<file path="config.mk">
export PLATFORM = sky130hd
export DESIGN_NAME = jt51_exp_arb
export DESIGN_NICKNAME = d
export VERILOG_FILES = /design/src/rtl/jt51_exp_pkg.sv /design/src/rtl/jt51_rr_pick.sv /design/src/rtl/jt51_exp_arb.sv
export SDC_FILE = /design/constraint.sdc
export NUM_CORES = 1
export LEC_CHECK = 0
export ABC_AREA = 1
export BUFFER_PORTS_ARGS = -buffer_cell sky130_fd_sc_hd__clkbuf_2
export CAP_MARGIN = 20
export CORE_MARGIN = 5
export CORE_UTILIZATION = 58
export CTS_BUF_LIST = sky130_fd_sc_hd__clkbuf_2 sky130_fd_sc_hd__clkbuf_4 sky130_fd_sc_hd__clkbuf_8
export CTS_CLUSTER_SIZE = 28
export DETAILED_ROUTE_END_ITERATION = 8
export GPL_TIMING_DRIVEN = 0
export PLACE_DENSITY = 0.94
export SKIP_CTS_REPAIR_TIMING = 1
export SYNTH_ARGS = -nofsm -noshare
export SYNTH_HDL_FRONTEND = slang
export SYNTH_HIERARCHICAL = 1
export SYNTH_SLANG_ARGS = --single-unit
</file>
<file path="constraint.sdc">
create_clock -name clk -period 7.1 [get_ports clk]
set_clock_uncertainty 0.15 [all_clocks]
set_input_delay 0.71 -clock clk [delete_from_list [all_inputs] [get_ports clk]]
set_output_delay 0.71 -clock clk [all_outputs]
set_load 0.005 [all_outputs]
</file>
<file path="src/rtl/jt51_exp_pkg.sv">
// Shared constants and types for the JT51 exponent ROM arbiter.
// Requester ids are sized for the largest legal requester count.
package jt51_exp_pkg;

    localparam int EXP_AW  = 5;
    localparam int EXP_DW  = 45;
    localparam int MAX_REQ = 8;

    function automatic int clog2(input int n);
        int r;
        r = 0;
        while ((1 << r) < n) r++;
        return r;
    endfunction

    localparam int ID_W = clog2(MAX_REQ);

    typedef struct packed {
        logic            valid;
        logic [ID_W-1:0] id;
    } tag_t;

    localparam tag_t TAG_IDLE = '{valid: 1'b0, id: '0};

endpackage

</file>
<file path="src/rtl/jt51_rr_pick.sv">
// Combinational round-robin picker: first eligible index at or above ptr,
// wrapping modulo NREQ. Returns a one-hot pick, its index and an any flag.
module jt51_rr_pick
    import jt51_exp_pkg::*;
#(
    parameter int NREQ = 4
) (
    input  logic [NREQ-1:0] eligible,
    input  logic [ID_W-1:0] ptr,
    output logic [NREQ-1:0] pick,
    output logic [ID_W-1:0] idx,
    output logic            any
);

    // Scan offsets from farthest to nearest so the nearest eligible wins.
    always_comb begin
        int j;
        j    = 0;
        pick = '0;
        idx  = '0;
        any  = 1'b0;
        for (int off = NREQ - 1; off >= 0; off--) begin
            j = int'(ptr) + off;
            if (j >= NREQ) j = j - NREQ;
            if (eligible[j]) begin
                pick    = '0;
                pick[j] = 1'b1;
                idx     = ID_W'(j);
                any     = 1'b1;
            end
        end
    end

endmodule

</file>
<file path="src/rtl/jt51_exp_arb.sv">
// Round-robin arbiter sharing the registered exponent ROM among NREQ
// requesters; results land in per-requester registers held until rack.
module jt51_exp_arb
    import jt51_exp_pkg::*;
#(
    parameter int NREQ = 4,
    parameter int AW   = EXP_AW,
    parameter int DW   = EXP_DW
) (
    input  logic             clk,
    input  logic             rst_n,
    input  logic             cen,
    input  logic [NREQ-1:0]  req,
    input  logic [NREQ*AW-1:0] addr,
    output logic [NREQ-1:0]  gnt,
    output logic [AW-1:0]    rom_addr,
    input  logic [DW-1:0]    rom_data,
    output logic [NREQ*DW-1:0] rdata,
    output logic [NREQ-1:0]  rvalid,
    input  logic [NREQ-1:0]  rack,
    output logic             busy
);

    logic [NREQ-1:0] eligible;
    logic [NREQ-1:0] pick;
    logic [NREQ-1:0] outstanding;
    logic [ID_W-1:0] pick_idx;
    logic            pick_any;
    logic            grant;
    logic [ID_W-1:0] ptr_reg;
    logic [ID_W-1:0] ptr_next;
    logic [AW-1:0]   rom_addr_reg;
    tag_t            stage1_reg;
    tag_t            stage2_reg;
    logic [AW-1:0]   addr_arr [MAX_REQ];

    // Padded to MAX_REQ entries so the id-wide index always stays in range.
    for (genvar gi = 0; gi < MAX_REQ; gi++) begin : g_addr
        if (gi < NREQ) begin : g_used
            assign addr_arr[gi] = addr[gi*AW +: AW];
        end else begin : g_pad
            assign addr_arr[gi] = '0;
        end
    end

    assign eligible = req & ~outstanding;

    jt51_rr_pick #(
        .NREQ (NREQ)
    ) u_pick (
        .eligible (eligible),
        .ptr      (ptr_reg),
        .pick     (pick),
        .idx      (pick_idx),
        .any      (pick_any)
    );

    assign grant    = cen & pick_any;
    assign gnt      = pick & {NREQ{grant & rst_n}};
    assign rom_addr = rom_addr_reg;
    assign busy     = stage1_reg.valid | stage2_reg.valid;

    always_comb begin
        ptr_next = ptr_reg;
        if (grant) begin
            ptr_next = (pick_idx == ID_W'(NREQ - 1)) ? '0 : pick_idx + 1'b1;
        end
    end

    // Stage 2 advances in the same cen cycle the ROM samples rom_addr.
    always_ff @(posedge clk or negedge rst_n) begin
        if (!rst_n) begin
            ptr_reg      <= '0;
            rom_addr_reg <= '0;
            stage1_reg   <= TAG_IDLE;
            stage2_reg   <= TAG_IDLE;
        end else if (cen) begin
            ptr_reg    <= ptr_next;
            stage2_reg <= stage1_reg;
            stage1_reg <= '{valid: grant, id: pick_idx};
            if (grant) begin
                rom_addr_reg <= addr_arr[pick_idx];
            end
        end
    end

    for (genvar gi = 0; gi < NREQ; gi++) begin : g_res
        logic [DW-1:0] data_reg;
        logic          valid_reg;
        logic          owed_reg;
        logic          hit;
        logic          ack;

        assign hit = cen & stage2_reg.valid & (stage2_reg.id == ID_W'(gi));
        assign ack = cen & rack[gi] & valid_reg;

        // A requester cannot be re-granted until acked, so hit and ack
        // never target the same register in one cycle.
        always_ff @(posedge clk or negedge rst_n) begin
            if (!rst_n) begin
                data_reg  <= '0;
                valid_reg <= 1'b0;
                owed_reg  <= 1'b0;
            end else begin
                if (hit) begin
                    data_reg  <= rom_data;
                    valid_reg <= 1'b1;
                end else if (ack) begin
                    valid_reg <= 1'b0;
                end
                if (grant && pick[gi]) begin
                    owed_reg <= 1'b1;
                end else if (ack) begin
                    owed_reg <= 1'b0;
                end
            end
        end

        assign rdata[gi*DW +: DW] = data_reg;
        assign rvalid[gi]         = valid_reg;
        assign outstanding[gi]    = owed_reg;
    end

endmodule
</file>
==> flow_results.org, run 1 <==
** Die
- Y dimension of the die :: about 140 µm
- Core region area :: between 15000 and 20000 µm²
- Number of standard-cell rows in the floorplan :: 46
- Overall die area :: roughly 18000 µm²
- Initial Util :: 58.4%
- In this run the count of I/O pins placed on the die edge is between 200 and 300.
- The die is between 100 and 150 µm wide.

** Logic synthesis
- Synth Flop Type :: sky130_fd_sc_hd__dfrtp_1
- The mapped netlist covers around 9200 µm².
- In the synthesized netlist the async set-or-reset flop fraction comes to 100%.
- During synthesis, Yosys emitted a total of 6 warnings.
- Post-Syn Nets :: roughly 1000
- Fraction of synthesized cell area taken by the top area cell type :: a little under three fifths
- Ranked by instance count, the synthesized netlist is headed by 282 x sky130_fd_sc_hd__nand2_1, 204 x sky130_fd_sc_hd__dfrtp_1, 135 x sky130_fd_sc_hd__o21ai_2, 81 x sky130_fd_sc_hd__inv_1, 48 x sky130_fd_sc_hd__o21ai_1.
- In the synthesized netlist, the number of instances is a little over 900.
- Summing the sequential cell areas from Yosys gives around 56% of the chip area.
- The biggest area contributor in the post-synthesis netlist is sky130_fd_sc_hd__dfrtp_1.
- Yosys attributes the largest share of cell area to sky130_fd_sc_hd__dfrtp_1 56%, sky130_fd_sc_hd__o21ai_2 13%, sky130_fd_sc_hd__nand2_1 12%.
- Number of synthesized register bits :: between 200 and 250
- Mapped Avg Cell Area :: 10.0 µm²
- Count of flip-flops with a built-in enable after synthesis :: 0
- The most common cell in the synthesized netlist is sky130_fd_sc_hd__nand2_1.
- Counting distinct cell types in the post-synthesis netlist gives 25.

** STA
- Static timing analysis puts the maximum clock frequency at around 260 MHz.
- Setup total negative slack on the finished layout was measured at 0 ps.
- Post-route clock period utilization :: 53.4%
- The max-slew violation count was 0.
- For the pin with the worst max-slew slack, the measured transition is between 700 and 800 ps.
- In this run the tightest slew margin relative to its limit is 47.6%.
- The worst path needs ~3800 ps of the cycle, external delays included.
- Setup repair after global routing left no endpoint under its margin.
- The final count of hold timing violations is 0.
- Total of endpoints with negative setup slack in the final report :: 0

** Setup path
- The critical path is of the register to primary output type.
- Measured in cells, the most critical reg-to-reg path has a length of 14.
- Worst Path Max Fanout :: 12
- Crit path launch type :: register
- Across all register-to-register paths, the minimum setup slack is just over 4000 ps.
- Worst Path Required :: between 6000 and 7000 ps
- Data arrives at the worst endpoint at between 2000 and 3000 ps.
- In this run the critical register-to-register path is launched from ptr_reg[1]$_DFFE_PN0P_.
- Capturing element type of the critical path :: primary output
- In this run the critical register-to-register path is captured at rom_addr[2]$_DFFE_PN0P_.

** Hold path
- Class of the worst hold path :: input port to async pin

** Power and ir drop
- Dividing total power by cell area gives a power density of between 400 and 500 nW/µm².
- In this run, flip-flops and latches consume a little under two fifths of the power.
- Cell internal power was estimated by the tool at around 3.3 mW.
- Clk network pwr share :: between 20 and 25%
- Max rail drop VDD :: ~0.32 mV
- Leakage :: roughly 6.3 nW
- Total chip power :: between 5 and 6 mW
- The share of total power dissipated in combinational logic is ~42%.
- Of the total power, the share spent switching nets is between 30 and 40%.
- The analysis attributes to net switching a power of around 2.1 mW.

** Final layout
- Relative area change from synthesis to final layout :: 26.0%
- Largest register FFs :: 180
- The number of antenna diodes in the final layout is 0.
- Layout cells sized above 1 :: between 40% and 50%
- After the last flow step, the layout net total stands at approximately 1300.

** Detailed routing
- DRC marker count from the first detailed-route iteration :: between 400 and 500
- Per-cell routed wire length :: ~18 µm
- The count of nets left with antenna violations once routing finished came out at 0.
- Ratio of routed vias to standard cells :: 5.33
- Router iterations before antenna repair :: 5
- The final route contains roughly 8000 vias.
- Wires add up to between 20 and 30 mm.
- Number of remaining DRC errors :: 0

** Global route
- First-pass GRT wire length :: between 40 and 50 mm
- Total routing resource utilization after global routing :: about 29%
- Remaining global-route overflow :: 0
- Number of global-route vias before repair :: roughly 8000
- Antenna violations before repair :: 0
- Maximum number of pins on one net before global-route repair :: 110

** Place
- During placement, the flow inserted port buffers numbering between 200 and 300.
- Dpl hpwl :: between 15 and 20 mm
- Routability-driven placement finished with a final weighted congestion of slightly above 0.9.

** Clocking
- The clock net in this run drives a total of between 200 and 250 sinks.
- Library cell used as clock root buffer :: sky130_fd_sc_hd__clkbuf_8
- Clock-pin slew was measured on the worst setup and hold paths at approximately 60 ps.
- The clock tree synthesis step divided the H-tree into 2 levels.
- Number of buffers created by CTS :: 35
- TritonCTS built the clock tree.
- In this run the deepest clock path goes through 3 buffers.
- Skew-Pair Late Insertion Delay :: between 500 and 600 ps

** Job
- Reported max-cap violation count :: 0

** Run status
- Run status :: finished, final reports clean
-- area by class of cell --
class,instances,area [µm²]
repair buffers,269,1380
well taps,216,270
flip-flops and latches,204,5100
fillers,1074,4160
multi-input cells,582,3280
clock buffers,53,692
clock inverters,7,41.3
inverters,83,322
plain buffers,47,472
-- worst max path at each step --
stage | to | cells after the start | start
2_1_floorplan | gnt[0] | 11 | ptr_reg[1]$_DFFE_PN0P_
3_3_place_gp | gnt[1] | 4 | rst_n
3_5_place_dp | gnt[1] | 5 | rst_n
4_1_cts | gnt[3] | 12 | ptr_reg[1]$_DFFE_PN0P_
5_1_grt | gnt[3] | 12 | ptr_reg[1]$_DFFE_PN0P_
6_report | gnt[3] | 12 | ptr_reg[1]$_DFFE_PN0P_
-- metrics by stage --
step / hold slack, ps / worst slack, ps / instances / utilization [%] / area [µm²]
4_1_cts: 136 / 3320 / 1461 / 73.5 / 11600
5_1_grt: 174 / 3130 / 1461 / 73.5 / 11600
6_report: 92.4 / 3310 / 1461 / 73.5 / 11600
2_1_floorplan: 264 / 4360 / 916 / - / 9180
3_3_place_gp: 307 / 966 / 1400 / 68.6 / 10800
3_5_place_dp: 309 / 3880 / 1401 / 68.9 / 10800
-- power by group through the flow --
stage	clock network [mW]	registers (mW)	logic, mW
2_1_floorplan	0	2.01	1.31
3_3_place_gp	0	2.01	2.15
3_5_place_dp	0	2.02	2.25
4_1_cts	1.11	2.01	2.29
5_1_grt	1.17	2.07	2.52
6_report	1.10	2.02	2.27
-- critical path, cell delays in order (launching register included) --
cell and delay [ps]:
sky130_fd_sc_hd__dfrtp_1 610, sky130_fd_sc_hd__inv_1 280, sky130_fd_sc_hd__ha_1 390, sky130_fd_sc_hd__inv_1 110
sky130_fd_sc_hd__nand3_2 120, sky130_fd_sc_hd__nand2_4 160, sky130_fd_sc_hd__inv_4 80, sky130_fd_sc_hd__nand3_1 80
sky130_fd_sc_hd__nand2_1 90, sky130_fd_sc_hd__inv_1 140, sky130_fd_sc_hd__nand2_1 120, sky130_fd_sc_hd__nor2_1 120
sky130_fd_sc_hd__clkbuf_2 130
-- cells by family after synthesis --
family,share of synthesized area (%)
flops,55.6
simple gates,16.8
buf+inv,8.65
fa+ha+maj,1.91
compound gates,17.0
-- cells in the final DEF (no fill, tap or decap) --
master / instances
sky130_fd_sc_hd__nand3_2: 5
sky130_fd_sc_hd__nand4_1: 3
sky130_fd_sc_hd__clkinv_2: 5
sky130_fd_sc_hd__buf_4: 8
sky130_fd_sc_hd__inv_6: 1
sky130_fd_sc_hd__nand2_2: 8
sky130_fd_sc_hd__a21oi_1: 8
sky130_fd_sc_hd__inv_8: 1
sky130_fd_sc_hd__nor2_4: 5
sky130_fd_sc_hd__nand3_1: 28
sky130_fd_sc_hd__buf_6: 35
sky130_fd_sc_hd__clkbuf_4: 6
sky130_fd_sc_hd__o21ai_2: 135
sky130_fd_sc_hd__nand2_4: 8
sky130_fd_sc_hd__nor2_1: 20
sky130_fd_sc_hd__o21ai_1: 48
sky130_fd_sc_hd__a21o_1: 1
sky130_fd_sc_hd__or2_2: 1
sky130_fd_sc_hd__clkbuf_2: 267
sky130_fd_sc_hd__o21ai_0: 14
sky130_fd_sc_hd__clkinvlp_4: 1
sky130_fd_sc_hd__inv_4: 1
sky130_fd_sc_hd__nand2_1: 282
sky130_fd_sc_hd__clkbuf_8: 48
sky130_fd_sc_hd__buf_2: 2
sky130_fd_sc_hd__clkbuf_1: 2
sky130_fd_sc_hd__dfrtp_1: 204
sky130_fd_sc_hd__a21oi_2: 1
sky130_fd_sc_hd__inv_1: 81
sky130_fd_sc_hd__buf_16: 1
sky130_fd_sc_hd__ha_1: 14
sky130_fd_sc_hd__o211ai_1: 1
-- routing by layer --
metal | global-route usage, % | wire (µm) | vias up
met5 | 0 | 0 | -
met3 | 6.69 | 2330 | 72
met2 | 50.6 | 13400 | 408
li1 | - | - | 3564
met1 | 34.7 | 9930 | 3743
met4 | 10.8 | 909 | 0
Power figures use the tool's default switching activity.
==> run 2, diff against run 1 <==
- ABC_AREA: 1 -> 0
- CORE_UTILIZATION: 58 -> 53
- PLACE_DENSITY: 0.94 -> 0.88
- clock period: 7.1 -> 3.6 ns (I/O delays scaled with it)
==> run 2 against run 1 <==
Against the previous run:
- worst hold slack got worse by 87 ps
- combinational power grew 92%
- flip-flop and latch count stayed put
- critical endpoint is now gnt[2]
- largest cell class unchanged
- die area is 2.9% higher
- utilization decreased by 1.3 points
- final cell count is 22% lower
- critical path depth fell by 2
- sequential share of layout area rose by 0.19 points
- wire length fell by 13%
- clock power grew 86%
- synthesized cell count down 40%
- count of clock-buffer cells in the layout increased by 2
==> flow_results.org, run 2 <==
** Run status
- Run status :: finished, final reports clean

** Power and ir drop
- Sw Share :: 32.9% (-6.9 points)
- Leakage :: 5.90 nW (-6.6%)
- The power consumption was 10.4 mW (+94%).
- Part of the power in registers :: 38.6% (+1.1 points)
- Clk network pwr share :: 19.6% (-0.8 points)
- Internal Pwr Total :: 7.01 mW (+120%)
- The maximum VDD drop came to 0.574 mV (+78%).
- Total power per unit cell area :: 907 nW/µm² (+94%)
- Share of total power in combinational logic :: 41.8% (-0.4 points)
- The switching power total is 3.43 mW (+60%).

** Global route
- Number of global-route vias before repair :: 6194 (-23%)
- The final global-route overflow total is 0 (unchanged).
- The pin count of the biggest net entering global routing is 116 (+5.5%).
- The initial antenna violation count came to 0 (unchanged).
- The first-pass GRT wire length came to 32.9 mm (-22%).
- Total routing resource utilization after global routing :: 22.2% (-6.6 points)

** Logic synthesis
- The synthesized area per cell came to 15.8 µm² (+57%).
- Post-synth design cell area :: 8650 µm² (-5.7%)
- Synth Flop Type :: sky130_fd_sc_hd__dfrtp_1
- After synthesis, the largest family of logic cells by area is multiplexers.
- The synthesized net count is 639 (-36%).
- Number of synthesized register bits :: 204 (unchanged)
- By count the netlist is led by 204 x sky130_fd_sc_hd__dfrtp_1, 147 x sky130_fd_sc_hd__mux2_2, 39 x sky130_fd_sc_hd__mux2_4, 17 x sky130_fd_sc_hd__nand2_1, 15 x sky130_fd_sc_hd__buf_2.
- Yosys instantiated no cell more often than sky130_fd_sc_hd__dfrtp_1.
- Number of cells produced by synthesis :: 549 (-40%)
- Cell type with the highest aggregate area in the netlist :: sky130_fd_sc_hd__dfrtp_1
- The fraction of synthesis flops using an asynchronous set or reset pin is 100% (unchanged).
- Simple-gate share of the synthesized area :: 4.28% (-13 points)
- Arithmetic-cell share of the synthesized area counting full adders, half adders and majority gates :: 2.03% (+0.12 points)
- The part of the Yosys area used for sequential elements is 59.0% (+3.4 points).
- Xor-xnor portion of the synthesized cell area :: 0.203% (+0.20 points)
- The compound-cell area share of the yosys netlist was 2.85% (-14 points).
- The number of flops mapped to enable cells by yosys came to 0 (unchanged).
- Sorting the synthesized cells by area gives the leading types as sky130_fd_sc_hd__dfrtp_1 59%, sky130_fd_sc_hd__mux2_2 19%, sky130_fd_sc_hd__mux2_4 6.8%.
- The proportion of netlist area held by the largest area contributor was 59.0% (+3.4 points).
- The portion of netlist area occupied by mux cells is 28.7% (+29 points).
- The number of distinct library cell variants in the gate-level netlist after synthesis came to 50 (+100%).
- Yosys warnings :: 6 (unchanged)

** STA
- Post-route setup TNS :: 0 ps (unchanged)
- Dividing the final minimum period by the clock period gives a little over nine tenths.
- Total of endpoints with negative setup slack in the final report :: 0 (unchanged)
- The max-slew violation count was 0 (unchanged).
- Relative slew slack :: 41.8% (-5.8 points)
- The slew at the pin with the worst max-slew slack is 869 ps (+83.4 ps).
- Post-layout min period :: between 3000 and 4000 ps
- Max Clock Freq :: 286 MHz
- Final count of hold timing violations :: 0 (unchanged)

** Setup path
- The setup path with the least slack is of type register to primary output.
- Worst Path Max Fanout :: 6 (-6)
- Cell at the slowest stage of the critical path :: sky130_fd_sc_hd__mux4_2
- Number of buffer and inverter instances along the worst setup path :: 4 (-1)
- The arrival time of data at the critical path endpoint is 2990 ps (+60 ps).
- Among cell families on the critical path, the largest total delay comes from simple AND/OR/NAND/NOR gates.
- The critical path goes through buf_6 > buf_8 > clkinvlp_4 > ha_4 > mux4_2 > and3b_2 > a221oi_2 > nor3_1 > and3_1 > clkbuf_2.
- Capturing element type of the critical path :: primary output
- Max stage delay on crit path :: 520 ps (-90 ps)
- Worst Path Required :: 3090 ps (-3150 ps)
- The worst setup path is launched from a register.

** Die
- The row count is 46 (unchanged).
- The horizontal die dimension was 138 µm (+1.4%).
- The die area was 19000 µm² (+2.9%).
- The floorplan core area is 15900 µm² (+1.5%).
- Num ports :: 270 (unchanged)
- Y dimension of the die :: 138 µm (+1.4%)
- The effective utilization at floorplan was 54.2% (-4.1 points).

** Final layout
- The number of antenna cells inserted was 0 (unchanged).
- The ratio of cells with drive above 1 in the final layout was 62.5% (+19 points).
- Largest register FFs :: 180 (unchanged)
- The filler cell count in the final layout was 1004 (-6.5%).
- The final cell count without fillers is 1141 (-22%).
- Most frequent standard cell in the layout excluding fill and tap cells :: sky130_fd_sc_hd__clkbuf_2
- Leaving out fill and tap cells, the most frequent cells in the layout are 268 x sky130_fd_sc_hd__clkbuf_2, 202 x sky130_fd_sc_hd__dfrtp_1, 147 x sky130_fd_sc_hd__mux2_2.
- The layout net count came to 994 (-24%).
- Compared with the post-synthesis result, the final layout area differs by 33.1%.

** Place
- Count of input and output buffers :: 268 (unchanged)
- Dpl hpwl :: 15.1 mm (-18%)
- The final weighted congestion in routability-driven placement was 0.858 (-5.4%).
- The number of cells in the design after placement came to 1034 (-26%).

** Clocking
- Library cell used as clock root buffer :: sky130_fd_sc_hd__clkbuf_8
- The clock edge transition at the registers on the reported setup and hold paths came to 60 ps (about the same).
- H-tree levels :: 2 (unchanged)
- The worst-case clock buffer depth came to 3 (unchanged).
- The number of CTS-inserted buffers is 34 (-2.9%).
- Clock tree from TritonCTS :: done
- The number of clock sinks is 204 (unchanged).
- Skew-Pair Late Insertion Delay :: 480 ps (-30 ps)

** Job
- The number of maximum-capacitance violations came to 0 (unchanged).

** Detailed routing
- Per-cell routed wire length :: 20.3 µm (+11%)
- DRC marker count from the first detailed-route iteration :: 241 (-46%)
- The number of search-and-repair iterations in the first detailed-routing pass was 4 (-1).
- Ratio of routed vias to standard cells :: 5.38 (+0.91%)
- Detailed-route wire length :: 23.1 mm (-13%)
- The post-detailed-route count of antenna-violating nets came to 0 (unchanged).
- The via count came to 6137 (-21%).
- Number of remaining DRC errors :: 0 (unchanged)

** Hold path
- The tightest min-delay check is of the input port to register type.
## run 2: cell count changes after synthesis, moves of 9 or more
cell	change
sky130_fd_sc_hd__nor2_1	-13
sky130_fd_sc_hd__nand2_1	-265
sky130_fd_sc_hd__mux2_4	+39
sky130_fd_sc_hd__buf_2	+13
sky130_fd_sc_hd__nand3_1	-24
sky130_fd_sc_hd__mux4_2	+9
sky130_fd_sc_hd__o21ai_1	-48
sky130_fd_sc_hd__o21ai_2	-135
sky130_fd_sc_hd__mux2_2	+147
sky130_fd_sc_hd__a22o_1	+9
sky130_fd_sc_hd__inv_1	-77
sky130_fd_sc_hd__buf_6	-32
## run 2: cell families (layout without fill, tap and decap cells)
group / after synthesis / after routing
simple gates: 61 / 62
mux: 199 / 199
xor+xnor: 2 / 2
flops: 204 / 204
buf+inv: 35 / 410
compound gates: 34 / 34
fa+ha+maj: 14 / 14
## run 2: metal layers
| layer | vias up | GRT usage (%) | share of wire (%) |
|---|---|---|---|
| met5 | - | 0 | 0 |
| met4 | 0 | 6.92 | 2.7 |
| met3 | 62 | 7.45 | 8.9 |
| met2 | 276 | 37.6 | 52 |
| met1 | 3111 | 27.1 | 37 |
| li1 | 2688 | - | - |
## run 2: power by group through the flow
stage	logic [mW]	registers (mW)	clock network, mW
3_5_place_dp	4.05	4.04	0
4_1_cts	4.07	4.04	2.09
3_3_place_gp	3.91	3.99	0
5_1_grt	4.72	4.16	2.21
2_1_floorplan	2.27	4.03	0
6_report	4.36	4.03	2.05
## run 2: final timing paths
path	slack, ps	startpoint	to	cells past startpoint
max in group asynchronous	1910	rst_n	ptr_reg[1]$_DFFE_PN0P_	3
worst max-delay path	100	ptr_reg[0]$_DFFE_PN0P_	gnt[2]	10
worst max register to register	300	ptr_reg[1]$_DFFE_PN0P_	rom_addr[2]$_DFFE_PN0P_	10
min in group asynchronous	320	rst_n	g_res[3].data_reg[29]$_DFFE_PN0P_	2
worst min-delay path	5	rom_data[7]	g_res[2].data_reg[7]$_DFFE_PN0P_	2
worst min register to register	340	g_res[0].data_reg[0]$_DFFE_PN0P_	g_res[0].data_reg[0]$_DFFE_PN0P_	1
## run 2: final cells by class
type | instances | area (µm²) | area share (%)
sequential | 204 | 5110 | 44.4
multi-input combinational | 311 | 3340 | 29.0
timing repair buffer | 319 | 1850 | 16.1
clock buffer | 55 | 669 | 5.81
tap | 216 | 270 | 2.35
buffer | 30 | 243 | 2.11
inverter | 4 | 22.5 | 0.196
clock inverter | 2 | 13.8 | 0.120
## run 2: worst register-to-register path, stage by stage, from the launching register on
cell                         delay [ps]
sky130_fd_sc_hd__dfrtp_2            370
sky130_fd_sc_hd__clkbuf_4           200
sky130_fd_sc_hd__clkinvlp_4         150
sky130_fd_sc_hd__ha_4               290
sky130_fd_sc_hd__mux4_2             350
sky130_fd_sc_hd__nor2b_1            220
sky130_fd_sc_hd__o21ai_0            140
sky130_fd_sc_hd__o21ai_0            230
sky130_fd_sc_hd__clkbuf_2           310
sky130_fd_sc_hd__mux4_2             560
sky130_fd_sc_hd__a22o_1             220
## run 2: metrics by stage
step	utilization, %	cell area (µm²)	hold slack (ps)	worst slack [ps]
finish	72.2	11500	5.02	99.4
floorplan	-	8650	-85.6	277
global route	72.2	11500	-8.52	-5.49
global placement	64.4	10300	318	-1830
CTS	68.9	11000	-227	-581
detailed placement	64.6	10300	311	-193
==> run 3, diff against run 2 <==
- GPL_TIMING_DRIVEN: 0 -> not set
==> run 3 against run 2 <==
Against the previous run:
- register-to-register slack improved by 380 ps
- sequential share of layout area is 1.1 points higher
- largest power group is now sequential cells
- critical path depth is 2 lower
- worst hold slack improved by 3.1 ps
- combinational power shrank 7.1%
==> flow_results.org, run 3 (synthesis gave the netlist of run 2 again) <==
** Place
- The number of buffer cells added on primary ports came to 269 (+0.37%).
- The number of cells in the design after placement came to 1013 (-2.0%).
- The final weighted congestion in routability-driven placement came to 0.877 (+2.1%).
- Dpl hpwl :: 14.5 mm (-4.2%)
- Worst-case setup slack after placement :: 611 ps (+804 ps)
- The post-place instance area is 10200 µm² (-1.4%).

** Final layout
- The layout net count is 962 (-3.2%).
- The flip-flop count of the largest register after layout is 180 (unchanged).
- Number of standard cells in the layout, taps in and fillers out :: 1109 (-2.8%)
- FF+latch area :: 5100 µm² (about the same)
- Relative area change from synthesis to final layout :: 29.8%
- Final Instance Area :: 11200 µm² (-2.5%)
- Number of filler instances in the final layout :: 1037 (+3.3%)
- Ant. Diodes :: 0 (unchanged)
- The multi-input gate area in the final layout was 3320 µm² (-0.41%).
- Highest-count cells in the layout ignoring fill and taps :: 268 x sky130_fd_sc_hd__clkbuf_2, 204 x sky130_fd_sc_hd__dfrtp_1, 147 x sky130_fd_sc_hd__mux2_2
- The ratio of cells with drive above 1 in the final layout is 61.0% (-1.5 points).
- Most frequent standard cell in the layout excluding fill and tap cells :: sky130_fd_sc_hd__clkbuf_2

** Setup path
- The worst reg-to-reg setup slack is 680 ps (+380 ps).
- Endpoint of the worst setup timing path :: gnt[2]
- The startpoint identified for the worst register-to-register timing path is ptr_reg[1]$_DFFE_PN0P_.
- Capture point of the worst reg-to-reg path :: rom_addr[0]$_DFFE_PN0P_
- Max stage delay on crit path :: 410 ps (-110 ps)
- Worst Path Max Fanout :: 10 (+4)
- Source of the critical timing path :: ptr_reg[1]$_DFFE_PN0P_
- The logic depth of the worst setup path including buffers is 8 (-2).
- Kind of critical path :: register to primary output
- Number of buffer and inverter instances along the worst setup path :: 2 (-2)
- The critical path goes through inv_1 > ha_1 > mux4_2 > or2_4 > or3_1 > and2_1 > and3_1 > clkbuf_2.
- Delay-heaviest family, CP :: simple AND/OR/NAND/NOR gates
- Cell at the slowest stage of the critical path :: sky130_fd_sc_hd__ha_1
- Number of cell instances on the worst register-to-register path :: 10 (unchanged)
- The required time of the critical path was 3090 ps (about the same).
- STA classifies the critical path endpoint as a primary output.
- The arrival time of data at the critical path endpoint came to 2930 ps (-60 ps).
- Crit path launch type :: register

** STA
- The total negative setup slack was 0 ps (unchanged).
- Worst hold-check slack :: 8.08 ps (+3.07 ps)
- The final count of hold timing violations was 0 (unchanged).
- Post-route clock period utilization :: 95.5% (-1.8 points)
- Post-layout min period :: 3440 ps (-63.6 ps)
- Relative slew slack :: 36.3% (-5.5 points)
- The number of setup violations in the final report came to 0 (unchanged).
- Unrepaired setup endpoints after global routing :: false
- The peak clock frequency supported by timing came to 291 MHz (+1.9%).
- Pins over their slew limit :: 0 (unchanged)
- The slack of the critical path came to 163 ps (+63.6 ps).
- The slew at the pin with the worst max-slew slack is 956 ps (+86.9 ps).

** Die
- Core region area :: 15900 µm² (unchanged)
- Num ports :: 270 (unchanged)
- The row count was 46 (unchanged).
- The die area came to 19000 µm² (unchanged).
- Width of the chip :: 138 µm (unchanged)
- Initial Util :: 54.2% (unchanged)
- The vertical die dimension was 138 µm (unchanged).

** Power and ir drop
- Max rail drop VDD :: 0.567 mV (-1.1%)
- The internal power of the cells came to 6.84 mW (-2.4%).
- Leakage :: 5.74 nW (-2.6%)
- The ratio of total power to cell area was 907 nW/µm² (about the same).
- Clk network pwr share :: 20.3% (+0.7 points)
- The logic gate share of total power is 39.8% (-2.0 points).
- The switching power as a share of total power was 32.8% (-0.055 points).
- The switching power total came to 3.34 mW (-2.7%).
- Part of the power in registers :: 39.8% (+1.2 points)

** Hold path
- Class of the worst hold path :: input port to register

** Detailed routing
- The wire length reported by the detailed router came to 22.5 mm (-2.7%).
- Router iterations before antenna repair :: 4 (unchanged)
- DRC marker count from the first detailed-route iteration :: 212 (-12%)
- Number of remaining DRC errors :: 0 (unchanged)
- The detailed-route vias per instance is 5.30 (-1.5%).
- Per-cell routed wire length :: 20.3 µm (+0.13%)
- The post-detailed-route count of antenna-violating nets came to 0 (unchanged).
- The via count was 5878 (-4.2%).

** Job
- The number of maximum-capacitance violations was 0 (unchanged).

** Clocking
- Maximum number of buffers from clock root to sink :: 3 (unchanged)
- The number of clock sinks is 204 (unchanged).
- Register clock-pin slew on the reported worst setup and hold paths :: 60 ps (about the same)
- The number of CTS-inserted buffers was 35 (+2.9%).
- H-tree levels :: 2 (unchanged)
- The source-to-sink clock delay at the later pin of the worst-skew pair is 490 ps (about the same).
- The cell sitting at the root of the clock tree is a sky130_fd_sc_hd__clkbuf_8.
- Clock tree from TritonCTS :: done

** Global route
- The pin count of the biggest net entering global routing came to 157 (+35%).
- The overall track demand over capacity in global routing was 22.4% (+0.20 points).
- Number of global-route vias before repair :: 6182 (-0.19%)
- The initial antenna violation count was 0 (unchanged).
- Remaining global-route overflow :: 0 (unchanged)
- First-pass GRT wire length :: 33.2 mm (+0.86%)

** Run status
- Run status :: finished, final reports clean
## run 3: final cells by class
class	count	share of cell area, %
Timing Repair Buffer	317	16.2
Inverter	4	0.134
Sequential cell	204	45.5
Clock buffer	55	5.96
Tap cell	216	2.41
Clock inverter	3	0.223
Multi-Input combinational cell	310	29.6
## run 3: per-stage QoR
stage / utilization (%) / total power [mW]
global placement: 63.7 / 7.83
floorplan: - / 6.30
detailed placement: 63.7 / 8.02
finish: 70.4 / 10.2
global route: 70.4 / 10.8
CTS: 68.0 / 10.2
## run 3: worst min path at each step
| stage | startpoint | endpoint | slack (ps) | cells past startpoint |
|---|---|---|---|---|
| 2_1_floorplan | rst_n | g_res[0].data_reg[0]$_DFFE_PN0P_ | -90 | 0 |
| 3_3_place_gp | rst_n | g_res[0].data_reg[37]$_DFFE_PN0P_ | 190 | 1 |
| 3_5_place_dp | rst_n | g_res[0].data_reg[37]$_DFFE_PN0P_ | 190 | 1 |
| 4_1_cts | rst_n | g_res[0].data_reg[39]$_DFFE_PN0P_ | -340 | 1 |
| 5_1_grt | rom_data[28] | g_res[1].data_reg[28]$_DFFE_PN0P_ | -0.3 | 2 |
| 6_report | rom_data[28] | g_res[1].data_reg[28]$_DFFE_PN0P_ | 8 | 2 |
## run 3: power groups by stage
stage,registers [mW],clock network (mW),logic [mW]
CTS,4.04,2.12,4.01
global placement,3.98,0,3.85
global route,4.17,2.23,4.40
finish,4.06,2.07,4.05
floorplan,4.03,0,2.27
detailed placement,4.04,0,3.98
## run 3: metal layers
metal	GRT usage (%)	part of all wire [%]	vias to the layer above	wire, µm
met5	0	0	-	0
met4	7.52	2.4	0	546
met3	7.34	8.7	46	1960
met2	37.5	50	254	11300
met1	27.6	39	2967	8680
li1	-	-	2611	-
